`config.mk`:
```
export PLATFORM = sky130hd
export DESIGN_NAME = ipmxb_hsst_lane_pwrup_seq_v2_0_flat
export DESIGN_NICKNAME = d
export VERILOG_FILES = /design/src/rtl/ipmxb_hsst_lane_pwrup_seq_v2_0_if.sv /design/src/rtl/ipmxb_hsst_lane_pwrup_seq_v2_0.sv /design/src/flat_wrapper.sv
export SDC_FILE = /design/constraint.sdc
export NUM_CORES = 1
export LEC_CHECK = 0
export CORE_ASPECT_RATIO = 0.6
export CORE_MARGIN = 2
export CORE_UTILIZATION = 60
export CTS_CLUSTER_DIAMETER = 30
export DETAILED_ROUTE_END_ITERATION = 8
export GPL_TIMING_DRIVEN = 1
export PLACE_DENSITY_LB_ADDON = 0.08
export SKIP_CTS_REPAIR_TIMING = 1
export SYNTH_ARGS = -nofsm -noshare
export SYNTH_HDL_FRONTEND = slang
export SYNTH_SLANG_ARGS = --single-unit
```
`constraint.sdc`:
```
create_clock -name clk -period 4.1 [get_ports clk]
set_clock_uncertainty 0.05 [all_clocks]
set_input_delay 1.23 -clock clk [delete_from_list [all_inputs] [get_ports clk]]
set_output_delay 1.23 -clock clk [all_outputs]
set_load 0.02 [all_outputs]
```
`src/rtl/ipmxb_hsst_lane_pwrup_seq_v2_0_if.sv`:
```
// HSST lane power-up sequencer bus: lane requests, PLL lock, status clear,
// and per-lane PD/RST/ready/pll-lost controls toward the hard macro.
interface ipmxb_hsst_lane_pwrup_seq_v2_0_if #(
  parameter int unsigned LANE_NUM = 4
) ();
  logic [LANE_NUM-1:0] i_lane_pd;
  logic [1:0]          i_pll_done;
  logic                i_clr_status;
  logic [LANE_NUM-1:0] P_LANE_PD;
  logic [LANE_NUM-1:0] P_LANE_RST;
  logic [LANE_NUM-1:0] o_lane_ready;
  logic [LANE_NUM-1:0] o_pll_lost;

  modport master (
    output i_lane_pd, i_pll_done, i_clr_status,
    input  P_LANE_PD, P_LANE_RST, o_lane_ready, o_pll_lost
  );

  modport slave (
    input  i_lane_pd, i_pll_done, i_clr_status,
    output P_LANE_PD, P_LANE_RST, o_lane_ready, o_pll_lost
  );
endinterface

```
`src/rtl/ipmxb_hsst_lane_pwrup_seq_v2_0.sv`:
```
// Per-group HSST lane power-up sequencer with PLL-loss re-sequencing.
// Ports: clk, rst (async high), bus (slave): pd/pll/clr in; PD/RST/ready/lost out.
module ipmxb_hsst_lane_pwrup_seq_v2_0 #(
  parameter int unsigned FREE_CLOCK_FREQ = 100,
  parameter int unsigned LANE_NUM        = 4,
  parameter logic [7:0]  LANE_EN         = 8'hFF,
  parameter logic [7:0]  PLL_SEL         = 8'h00,
  parameter int unsigned BOND_MODE       = 1,
  parameter int unsigned PD_DLY_US       = 40,
  parameter int unsigned RST_DLY_US      = 1
) (
  input logic clk,
  input logic rst,
  ipmxb_hsst_lane_pwrup_seq_v2_0_if.slave bus
);

  localparam int unsigned PD_CYCLES =
    2 * PD_DLY_US * FREE_CLOCK_FREQ;
  localparam int unsigned RST_CYCLES =
    2 * RST_DLY_US * FREE_CLOCK_FREQ;
  localparam int unsigned MAX_CYCLES =
    (PD_CYCLES > RST_CYCLES) ? PD_CYCLES : RST_CYCLES;
  localparam int unsigned CNTR_WIDTH = $clog2(MAX_CYCLES + 1);
  localparam int unsigned GRP_NUM = LANE_NUM / BOND_MODE;

  localparam logic [CNTR_WIDTH-1:0] PD_LAST =
    CNTR_WIDTH'(PD_CYCLES - 1);
  localparam logic [CNTR_WIDTH-1:0] RST_LAST =
    CNTR_WIDTH'(RST_CYCLES - 1);

  typedef enum logic [2:0] {
    ST_OFF,
    ST_WAIT_PLL,
    ST_PD_WAIT,
    ST_RST_WAIT,
    ST_READY
  } state_e;

  logic [LANE_NUM-1:0] pd_meta_q;
  logic [LANE_NUM-1:0] pd_sync_q;
  logic [1:0]          pll_meta_q;
  logic [1:0]          pll_sync_q;

  // pd syncs reset to "powered down" so nothing starts before the
  // first real sample arrives.
  always_ff @(posedge clk or posedge rst) begin
    if (rst) begin
      pd_meta_q  <= '1;
      pd_sync_q  <= '1;
      pll_meta_q <= '0;
      pll_sync_q <= '0;
    end else begin
      pd_meta_q  <= bus.i_lane_pd;
      pd_sync_q  <= pd_meta_q;
      pll_meta_q <= bus.i_pll_done;
      pll_sync_q <= pll_meta_q;
    end
  end

  // Non-master lane requests and an unselected PLL are legitimately ignored.
  logic unused_sync;
  assign unused_sync = ^{pd_sync_q, pll_sync_q};

  logic [GRP_NUM-1:0] grp_pd;
  logic [GRP_NUM-1:0] grp_rst;
  logic [GRP_NUM-1:0] grp_rdy;
  logic [GRP_NUM-1:0] grp_lost;

  for (genvar g = 0; g < GRP_NUM; g++) begin : g_grp
    localparam int unsigned M   = g * BOND_MODE;
    localparam bit          EN  = LANE_EN[M];
    localparam bit          SEL = PLL_SEL[M];

    state_e                state_q;
    state_e                state_d;
    logic [CNTR_WIDTH-1:0] cnt_q;
    logic [CNTR_WIDTH-1:0] cnt_d;
    logic                  lost_q;
    logic                  lost_d;
    logic                  lost_set;
    logic                  pd_req;
    logic                  pll_ok;

    assign pd_req = pd_sync_q[M];
    assign pll_ok = pll_sync_q[SEL];

    always_ff @(posedge clk or posedge rst) begin
      if (rst) begin
        state_q <= ST_OFF;
        cnt_q   <= '0;
        lost_q  <= 1'b0;
      end else begin
        state_q <= state_d;
        cnt_q   <= cnt_d;
        lost_q  <= lost_d;
      end
    end

    always_comb begin
      state_d  = state_q;
      cnt_d    = cnt_q;
      lost_set = 1'b0;
      if (!EN) begin
        state_d = ST_OFF;
        cnt_d   = '0;
      end else if (pd_req) begin
        // A power-down request hides any PLL loss in the same cycle.
        state_d = ST_OFF;
        cnt_d   = '0;
      end else if (!pll_ok &&
                   (state_q == ST_PD_WAIT ||
                    state_q == ST_RST_WAIT ||
                    state_q == ST_READY)) begin
        state_d  = ST_WAIT_PLL;
        cnt_d    = '0;
        lost_set = 1'b1;
      end else begin
        unique case (state_q)
          ST_OFF: begin
            state_d = ST_WAIT_PLL;
            cnt_d   = '0;
          end
          ST_WAIT_PLL: begin
            if (pll_ok) begin
              state_d = ST_PD_WAIT;
              cnt_d   = '0;
            end
          end
          ST_PD_WAIT: begin
            if (cnt_q == PD_LAST) begin
              state_d = ST_RST_WAIT;
              cnt_d   = '0;
            end else begin
              cnt_d = cnt_q + CNTR_WIDTH'(1);
            end
          end
          ST_RST_WAIT: begin
            if (cnt_q == RST_LAST) begin
              state_d = ST_READY;
              cnt_d   = '0;
            end else begin
              cnt_d = cnt_q + CNTR_WIDTH'(1);
            end
          end
          ST_READY: begin
            state_d = ST_READY;
          end
          default: begin
            state_d = ST_OFF;
            cnt_d   = '0;
          end
        endcase
      end
    end

    // Set beats a same-cycle clear.
    always_comb begin
      lost_d = lost_q;
      if (bus.i_clr_status) lost_d = 1'b0;
      if (lost_set)         lost_d = 1'b1;
    end

    assign grp_pd[g]   = (state_q != ST_RST_WAIT) &&
                         (state_q != ST_READY);
    assign grp_rst[g]  = (state_q != ST_READY);
    assign grp_rdy[g]  = (state_q == ST_READY);
    assign grp_lost[g] = lost_q;
  end

  logic [LANE_NUM-1:0] lane_pd;
  logic [LANE_NUM-1:0] lane_rst;
  logic [LANE_NUM-1:0] lane_rdy;
  logic [LANE_NUM-1:0] lane_lost;

  always_comb begin
    lane_pd   = '1;
    lane_rst  = '1;
    lane_rdy  = '0;
    lane_lost = '0;
    for (int l = 0; l < LANE_NUM; l++) begin
      lane_pd[l]   = grp_pd[l / BOND_MODE];
      lane_rst[l]  = grp_rst[l / BOND_MODE];
      lane_rdy[l]  = grp_rdy[l / BOND_MODE];
      lane_lost[l] = grp_lost[l / BOND_MODE];
    end
  end

  assign bus.P_LANE_PD    = lane_pd;
  assign bus.P_LANE_RST   = lane_rst;
  assign bus.o_lane_ready = lane_rdy;
  assign bus.o_pll_lost   = lane_lost;

endmodule

```
`src/flat_wrapper.sv`:
```
// flat-port wrapper written by rule: the top's interface ports become plain ports
module ipmxb_hsst_lane_pwrup_seq_v2_0_flat 
#(
  parameter int unsigned FREE_CLOCK_FREQ = 100,
  parameter int unsigned LANE_NUM        = 4,
  parameter logic [7:0]  LANE_EN         = 8'hFF,
  parameter logic [7:0]  PLL_SEL         = 8'h00,
  parameter int unsigned BOND_MODE       = 1,
  parameter int unsigned PD_DLY_US       = 40,
  parameter int unsigned RST_DLY_US      = 1
)
  (clk, rst, bus_i_lane_pd, bus_i_pll_done, bus_i_clr_status, bus_P_LANE_PD, bus_P_LANE_RST, bus_o_lane_ready, bus_o_pll_lost);
  ipmxb_hsst_lane_pwrup_seq_v2_0_if #(.LANE_NUM(LANE_NUM)) bus_i ();
  input logic clk;
  input logic rst;
  input wire logic [$bits(bus_i.i_lane_pd)-1:0] bus_i_lane_pd;
  input wire logic [$bits(bus_i.i_pll_done)-1:0] bus_i_pll_done;
  input wire logic [$bits(bus_i.i_clr_status)-1:0] bus_i_clr_status;
  output wire logic [$bits(bus_i.P_LANE_PD)-1:0] bus_P_LANE_PD;
  output wire logic [$bits(bus_i.P_LANE_RST)-1:0] bus_P_LANE_RST;
  output wire logic [$bits(bus_i.o_lane_ready)-1:0] bus_o_lane_ready;
  output wire logic [$bits(bus_i.o_pll_lost)-1:0] bus_o_pll_lost;
  assign bus_i.i_lane_pd = bus_i_lane_pd;
  assign bus_i.i_pll_done = bus_i_pll_done;
  assign bus_i.i_clr_status = bus_i_clr_status;
  assign bus_P_LANE_PD = bus_i.P_LANE_PD;
  assign bus_P_LANE_RST = bus_i.P_LANE_RST;
  assign bus_o_lane_ready = bus_i.o_lane_ready;
  assign bus_o_pll_lost = bus_i.o_pll_lost;
  ipmxb_hsst_lane_pwrup_seq_v2_0 #(.FREE_CLOCK_FREQ(FREE_CLOCK_FREQ), .LANE_NUM(LANE_NUM), .LANE_EN(LANE_EN), .PLL_SEL(PLL_SEL), .BOND_MODE(BOND_MODE), .PD_DLY_US(PD_DLY_US), .RST_DLY_US(RST_DLY_US)) u_core (.clk(clk), .rst(rst), .bus(bus_i));
endmodule
```
==> results of run 1 <==
-- cell usage in the layout, fill, tap and decap left out, types with 4 or more instances in the layout --
cell type / instances
nand2b_1: 9
dfstp_2: 8
ha_1: 4
a21o_1: 6
nor4_1: 13
nand3b_1: 12
xnor2_1: 7
a21oi_1: 16
clkbuf_16: 9
dfrtp_1: 70
o211ai_1: 4
nand3_1: 37
or3b_2: 4
nor3_1: 13
or3_1: 10
nor3b_1: 4
o32ai_1: 6
nor2b_1: 5
nor2_1: 37
or4_1: 5
a22o_1: 13
clkdlybuf4s50_1: 23
and3_1: 4
o21ai_0: 18
o21a_1: 4
xor2_1: 7
buf_4: 4
inv_1: 16
mux2i_1: 4
a211oi_1: 4
nand2_1: 56
nand4_1: 10
-- critical path: cells and delay by family (launching register included) --
family,cells,cell delay (ps)
buffers and inverters,2,660
AND/OR/NAND/NOR,2,690
flip-flops,1,440
-- cell usage after synthesis, types with 4 or more instances --
master    count  share of area
nand3b_1     12          0.021
or3b_2        4         0.0081
xor2_1        7          0.014
dfrtp_1      70           0.41
a211oi_1      4         0.0070
nor3_1       13          0.015
nand2_1      56          0.049
clkbuf_1      9         0.0079
and3_1        4         0.0058
nor4_1       13          0.019
nor3b_1       4         0.0070
a21oi_1      16          0.019
o32ai_1       6          0.012
o211ai_1      4         0.0070
ha_1          4          0.012
or3_1        10          0.015
dfstp_2       8          0.049
mux2i_1       4         0.0093
buf_2         5         0.0058
or4_1         5         0.0087
nor2b_1       5         0.0073
inv_1        17          0.015
nand3_1      37          0.043
o21a_1        4         0.0070
buf_4         4         0.0070
nor2_1       37          0.032
a21o_1        6          0.010
o21ai_0      18          0.021
nand4_1      10          0.015
nand2b_1      9          0.013
xnor2_1       7          0.014
a22o_1       13          0.026
-- sequential cells by signal (all words and copies together) (netlist names) --
signal / flops
u_core.pd_meta_q: 4
u_core.pll_sync_q: 1
u_core.g_grp.cnt_q: 52
u_core.g_grp.state_q: 12
u_core.pll_meta_q: 1
u_core.pd_sync_q: 4
u_core.g_grp.lost_q: 4
-- area by class of cell --
class	instances	area, µm²	area share
clock buffers	10	229.0	0.04673
repair buffers	28	280.3	0.05720
clock inverters	6	70.07	0.01430
well taps	87	108.9	0.02222
inverters	17	65.06	0.01328
multi-input cells	352	2185	0.4459
flip-flops and latches	78	1962	0.4004
-- through the flow --
stage               cells    util
floorplan             465       -
global placement      562  0.6774
detailed placement    562  0.6774
CTS                   578  0.7214
global route          578  0.7214
finish                578  0.7214
-- kinds of logic after synthesis --
| group | Yosys count |
|---|---|
| xor gates and xnor gates | 14 |
| muxes | 5 |
| DFF | 78 |
| buffers and inverters | 35 |
| AOI/OAI and AO/OA | 91 |
| adders and majority gates | 4 |
| and+or+nand+nor | 238 |
-- routing by layer --
layer,track usage,share of wire,wire (µm),vias to the layer above
li1,-,-,-,1752
met1,0.3918,0.49,4654,1739
met2,0.3566,0.44,4152,149
met3,0.06556,0.067,643,6
met4,0.07046,0.0089,85,0
met5,0,0,0,-
-- path summary, 6_finish.rpt --
| kind | from | to | slack [ps] | cells after the start |
|---|---|---|---|---|
| setup / recovery | u_core.g_grp[0].state_q[2] | bus_P_LANE_PD[0] | 680 | 4 |
| min in group asynchronous | rst | u_core.g_grp[3].cnt_q[8] | 1240 | 3 |
| hold / removal | u_core.pd_meta_q[1] | u_core.pd_sync_q[1] | 300 | 0 |
| max in group asynchronous | rst | u_core.pd_meta_q[0] | 2390 | 3 |
| setup reg to reg | u_core.pll_sync_q[0] | u_core.g_grp[1].cnt_q[8] | 1440 | 6 |
| hold reg to reg | u_core.pd_meta_q[1] | u_core.pd_sync_q[1] | 300 | 0 |
-- power groups by stage --
| stage | sequential [µW] | combinational, µW | clock [µW] |
|---|---|---|---|
| floorplan | 815 | 97.2 | 0 |
| global placement | 831 | 117 | 0 |
| detailed placement | 833 | 121 | 0 |
| CTS | 819 | 122 | 822 |
| global route | 823 | 135 | 849 |
| finish | 820 | 121 | 806 |
==> flow_summary_export.csv, run 1 <==
group,metric,value,unit
status,status,"complete, no violations",
place,port_buffers,23,
die,initial_core_util,0.6330,
sta,max_slew_margin,0.3152,
clock_tree,clock_sinks,78,
sta,slew_violations,0,
power,total_power,1747,µW
sta,max_freq,292.2,MHz
job,drv_cap,0,
detailed_routing,final_antenna_net_count,0,
global_routing,gr-total-overflow,0,
critical_path,critPathMaxStageDelay,570,ps
clock_tree,clockRootBuffer,"clkbuf_16",
detailed_routing,viasPerCell,6.308,
synth,synthAdderAreaFrac,0.01164,
synth,synth_top_family_by_area,"simple AND/OR/NAND/NOR gates",
die,core,0.006792,mm²
detailed_routing,drtIter0Drc,462,
final_layout,area_growth,13.97,%
synth,synth_ff_type,"dfrtp_1",
sta,setup_ws,677.2,ps
power,p_switching,429.3,µW
critical_path,arrival,2140,ps
final_layout,final_area,0.004900,mm²
final_layout,drive_above_1_share,0.09369,
power,leakagePower,0.001979,µW
synth,ys_seq_elements,78,
synth,synthCells,465,
power,power.clock.fraction,0.461,
power,power.density,356.5,mW/mm²
synth,synth_compound_gate_area_share,0.1481,
die,rows,23,
sta,rsz0062_at_grt,"no",
power,ir_drop,0.0002872,V
critical_path,end_kind,"output port",
power,seqPwrFrac,0.470,
critical_path,cp_data_required_time,2820,ps
die,design.die.area,0.007880,mm²
place,place_area,0.004601,mm²
die,die_width,113.3,µm
synth,synth_edf_count,0,
final_layout,n_fill_cell,498,
detailed_routing,routedWlPerCell,16.50,µm
critical_path,crit_path_top_delay_cell,"clkdlybuf4s50_1",
sta,min_period,3423,ps
clock_tree,cts_tree,"built",
synth,yosys.area_share.simple,0.3079,
critical_path,path_max_fanout,6,
final_layout,fin_nets,499,
sta,hold_viol,0,
detailed_routing,totalWireLength,9.535,mm
sta,tns,0,ps
synth,synthXorXnorAreaFrac,0.02852,
synth,seq_area_frac_synth,0.4563,
detailed_routing,drcViolationCount,0,
detailed_routing,first_pass_iters,6,
die,die_h,69.57,µm
synth,synth.area.mux_share,0.01193,
power,p_int,1317,µW
power,combPwrFrac,0.069,
sta,whs,304.8,ps
clock_tree,clkSlewWorstSetupHoldPaths,60,ps
clock_tree,numCtsBuffers,9,
power,swShare,0.2458,
worst_hold_path,hp-class,"reg -> reg",
critical_path,path_cells,"inv_1 > nor3_1 > nor2_1 > clkdlybuf4s50_1",
global_routing,grt_max_degree,79,
clock_tree,clockBufferDepth,2,
place,place_ws,1080,ps
sta,finalCritPeriodShare,0.8348,
synth,synth_async_sr_flop_share,1.000,
sta,setup_viol,0,
detailed_routing,vias,3646,
global_routing,grt_usage,0.2553,
clock_tree,worstSkewPairLatency,340,ps
synth,ys_types,57,
place,gp_congestion,0.9399,
global_routing,grt_pass1_vias,3344,
clock_tree,htree_levels,3,
die,io_pins,25,
synth,syn_avg_cell_area,9.245,µm²
sta,worstMarginPinSlew,1019,ps
synth,ys_warn_count,0,
place,dp_hpwl,6.516,mm
final_layout,num_antenna_cells,0,
synth,synth_area,0.004299,mm²
critical_path,start_kind,"flip-flop",
critical_path,critPathKind,"reg -> out",
synth,synth_nets,478,
global_routing,grt_first_pass_wirelength,16.18,mm
global_routing,antenna_found_initial,0,
No activity file was read; power rests on OpenSTA's default activity.
==> run 2, diff against run 1 <==
Settings changed: CORE_UTILIZATION 60 to 54.
Clock period 4.1 ns to 2.78 ns, I/O delays scaled along.
==> run 2 against run 1 <==
Register-to-register slack lost 1100 ps. Critical path type unchanged. Non-clock buffer count grew 11. Core utilization shrank 6.7 points.
==> flow_summary_export.csv, run 2 (synthesized netlist as in run 1, its figures left out) <==
group,metric,value,unit
clock_tree,clockBufferDepth,2,
global_routing,gr-total-overflow,0,
clock_tree,htree_levels,3,
clock_tree,numCtsBuffers,9,
die,rows,25,
detailed_routing,routedWlPerCell,15.78,µm
final_layout,largestRegisters,"u_core.g_grp.cnt_q (52), u_core.g_grp.state_q (12)",
sta,slew_violations,0,
global_routing,grt_usage,0.2388,
power,ir_drop,0.0003929,V
global_routing,met3_usage,0.06250,
place,dpl.cell_count,594,
detailed_routing,totalWireLength,9.628,mm
final_layout,largest_register_ffs,52,
detailed_routing,drtIter0Drc,357,
final_layout,final_cell_mix,"dfrtp_1 (70), nand2_1 (56), nand3_1 (37), nor2_1 (37), clkdlybuf4s50_1 (20)",
sta,hold_viol,0,
clock_tree,cts_tree,"built",
clock_tree,clockRootBuffer,"clkbuf_16",
clock_tree,worstSkewPairLatency,340,ps
detailed_routing,final_antenna_net_count,0,
critical_path,arrival,1830,ps
clock_tree,clock_sinks,78,
status,status,"complete, no violations",
global_routing,grt_use_met2,0.3467,
place,gp_congestion,0.8930,
power,leakagePower,0.002076,µW
final_layout,area_growth,18.63,%
sta,setup_viol,0,
die,initial_core_util,0.5520,
sta,max_slew_margin,0.3612,
critical_path,cp_data_required_time,1900,ps
critical_path,path_max_fanout,6,
place,dp_hpwl,6.803,mm
critical_path,end_kind,"output port",
job,drv_cap,0,
detailed_routing,viasPerCell,6.018,
global_routing,busiest_layer,"met1",
final_layout,fin_util,0.6548,
die,die_h,73.12,µm
final_layout,fin_nets,510,
final_layout,drive_above_1_share,0.1195,
final_layout,largest-register,"u_core.g_grp.cnt_q",
detailed_routing,drcViolationCount,0,
detailed_routing,first_pass_iters,5,
critical_path,start_kind,"flip-flop",
detailed_routing,vias,3671,
sta,min_period,2713,ps
die,die_width,119.2,µm
worst_hold_path,hp-class,"reg -> reg",
final_layout,layout_commonest_cell,"dfrtp_1",
sta,max_freq,368.7,MHz
die,core,0.007789,mm²
global_routing,grt_max_degree,37,
final_layout,finalNonFillerCells,610,
sta,whs,305.4,ps
die,design.die.area,0.008715,mm²
global_routing,grt_first_pass_wirelength,16.31,mm
critical_path,critPathKind,"reg -> out",
final_layout,num_antenna_cells,0,
power,power.density,543.5,mW/mm²
clock_tree,clkSlewWorstSetupHoldPaths,60,ps
global_routing,antenna_found_initial,0,
sta,rsz0062_at_grt,"no",
die,io_pins,25,
global_routing,gr-usage-met1,0.3526,
place,port_buffers,23,
sta,worstMarginPinSlew,952.4,ps
global_routing,grt_pass1_vias,3333,
final_layout,n_fill_cell,620,
sta,finalCritPeriodShare,0.9757,
[run 2: worst max-delay path: stages (launching register included)]
cell	delay, ps
dfrtp_1	440
inv_1	100
nor3_1	190
buf_4	160
clkdlybuf4s50_1	600
[run 2: stage by stage]
step                power [µW]  instance area (µm²)  setup TNS (ps)  setup WS, ps
detailed placement        1424                 4737               0         334.1
finish                    2772                 5100               0         67.49
global placement          1418                 4737               0         391.3
CTS                       2789                 5082          -83.88        -43.25
global route              2874                 5100               0         13.02
floorplan                 1345                 4303               0         339.1
[run 2: path summary, 6_finish.rpt]
kind / from / end / slack (ps) / cells after the start
min in group asynchronous: rst / u_core.g_grp[2].cnt_q[2] / 840 / 2
max: u_core.g_grp[0].state_q[2] / bus_o_lane_ready[0] / 70 / 4
max in group asynchronous: rst / u_core.pd_sync_q[3] / 1230 / 3
min: u_core.pd_meta_q[0] / u_core.pd_sync_q[0] / 310 / 0
max reg2reg: u_core.g_grp[1].cnt_q[0] / u_core.g_grp[1].cnt_q[11] / 360 / 7
min reg2reg: u_core.pd_meta_q[0] / u_core.pd_sync_q[0] / 310 / 0
[run 2: area by class of cell]
cell class | count | area [µm²] | share of cell area
Sequential cell | 78 | 1962 | 0.3847
Clock inverter | 7 | 120.1 | 0.02355
Clock buffer | 9 | 225.2 | 0.04416
Tap cell | 108 | 135.1 | 0.02650
Timing Repair Buffer | 39 | 395.4 | 0.07753
Multi-Input combinational cell | 352 | 2195 | 0.4303
Inverter | 17 | 67.56 | 0.01325
[run 2: power breakdown]
| group | switching (µW) | total [µW] | leakage, µW | internal [µW] |
|---|---|---|---|---|
| clock | 488 | 1370 | 0.000166 | 880 |
| sequential | 30.3 | 1200 | 0.00105 | 1170 |
| combinational | 118 | 207 | 0.000863 | 89.1 |
| total | 636 | 2770 | 0.00208 | 2140 |
[run 2: metal layers]
metal | routed length, µm | up-vias
met5 | 0 | -
met3 | 518 | 14
met4 | 123 | 0
li1 | - | 1767
met2 | 4057 | 102
met1 | 4929 | 1788
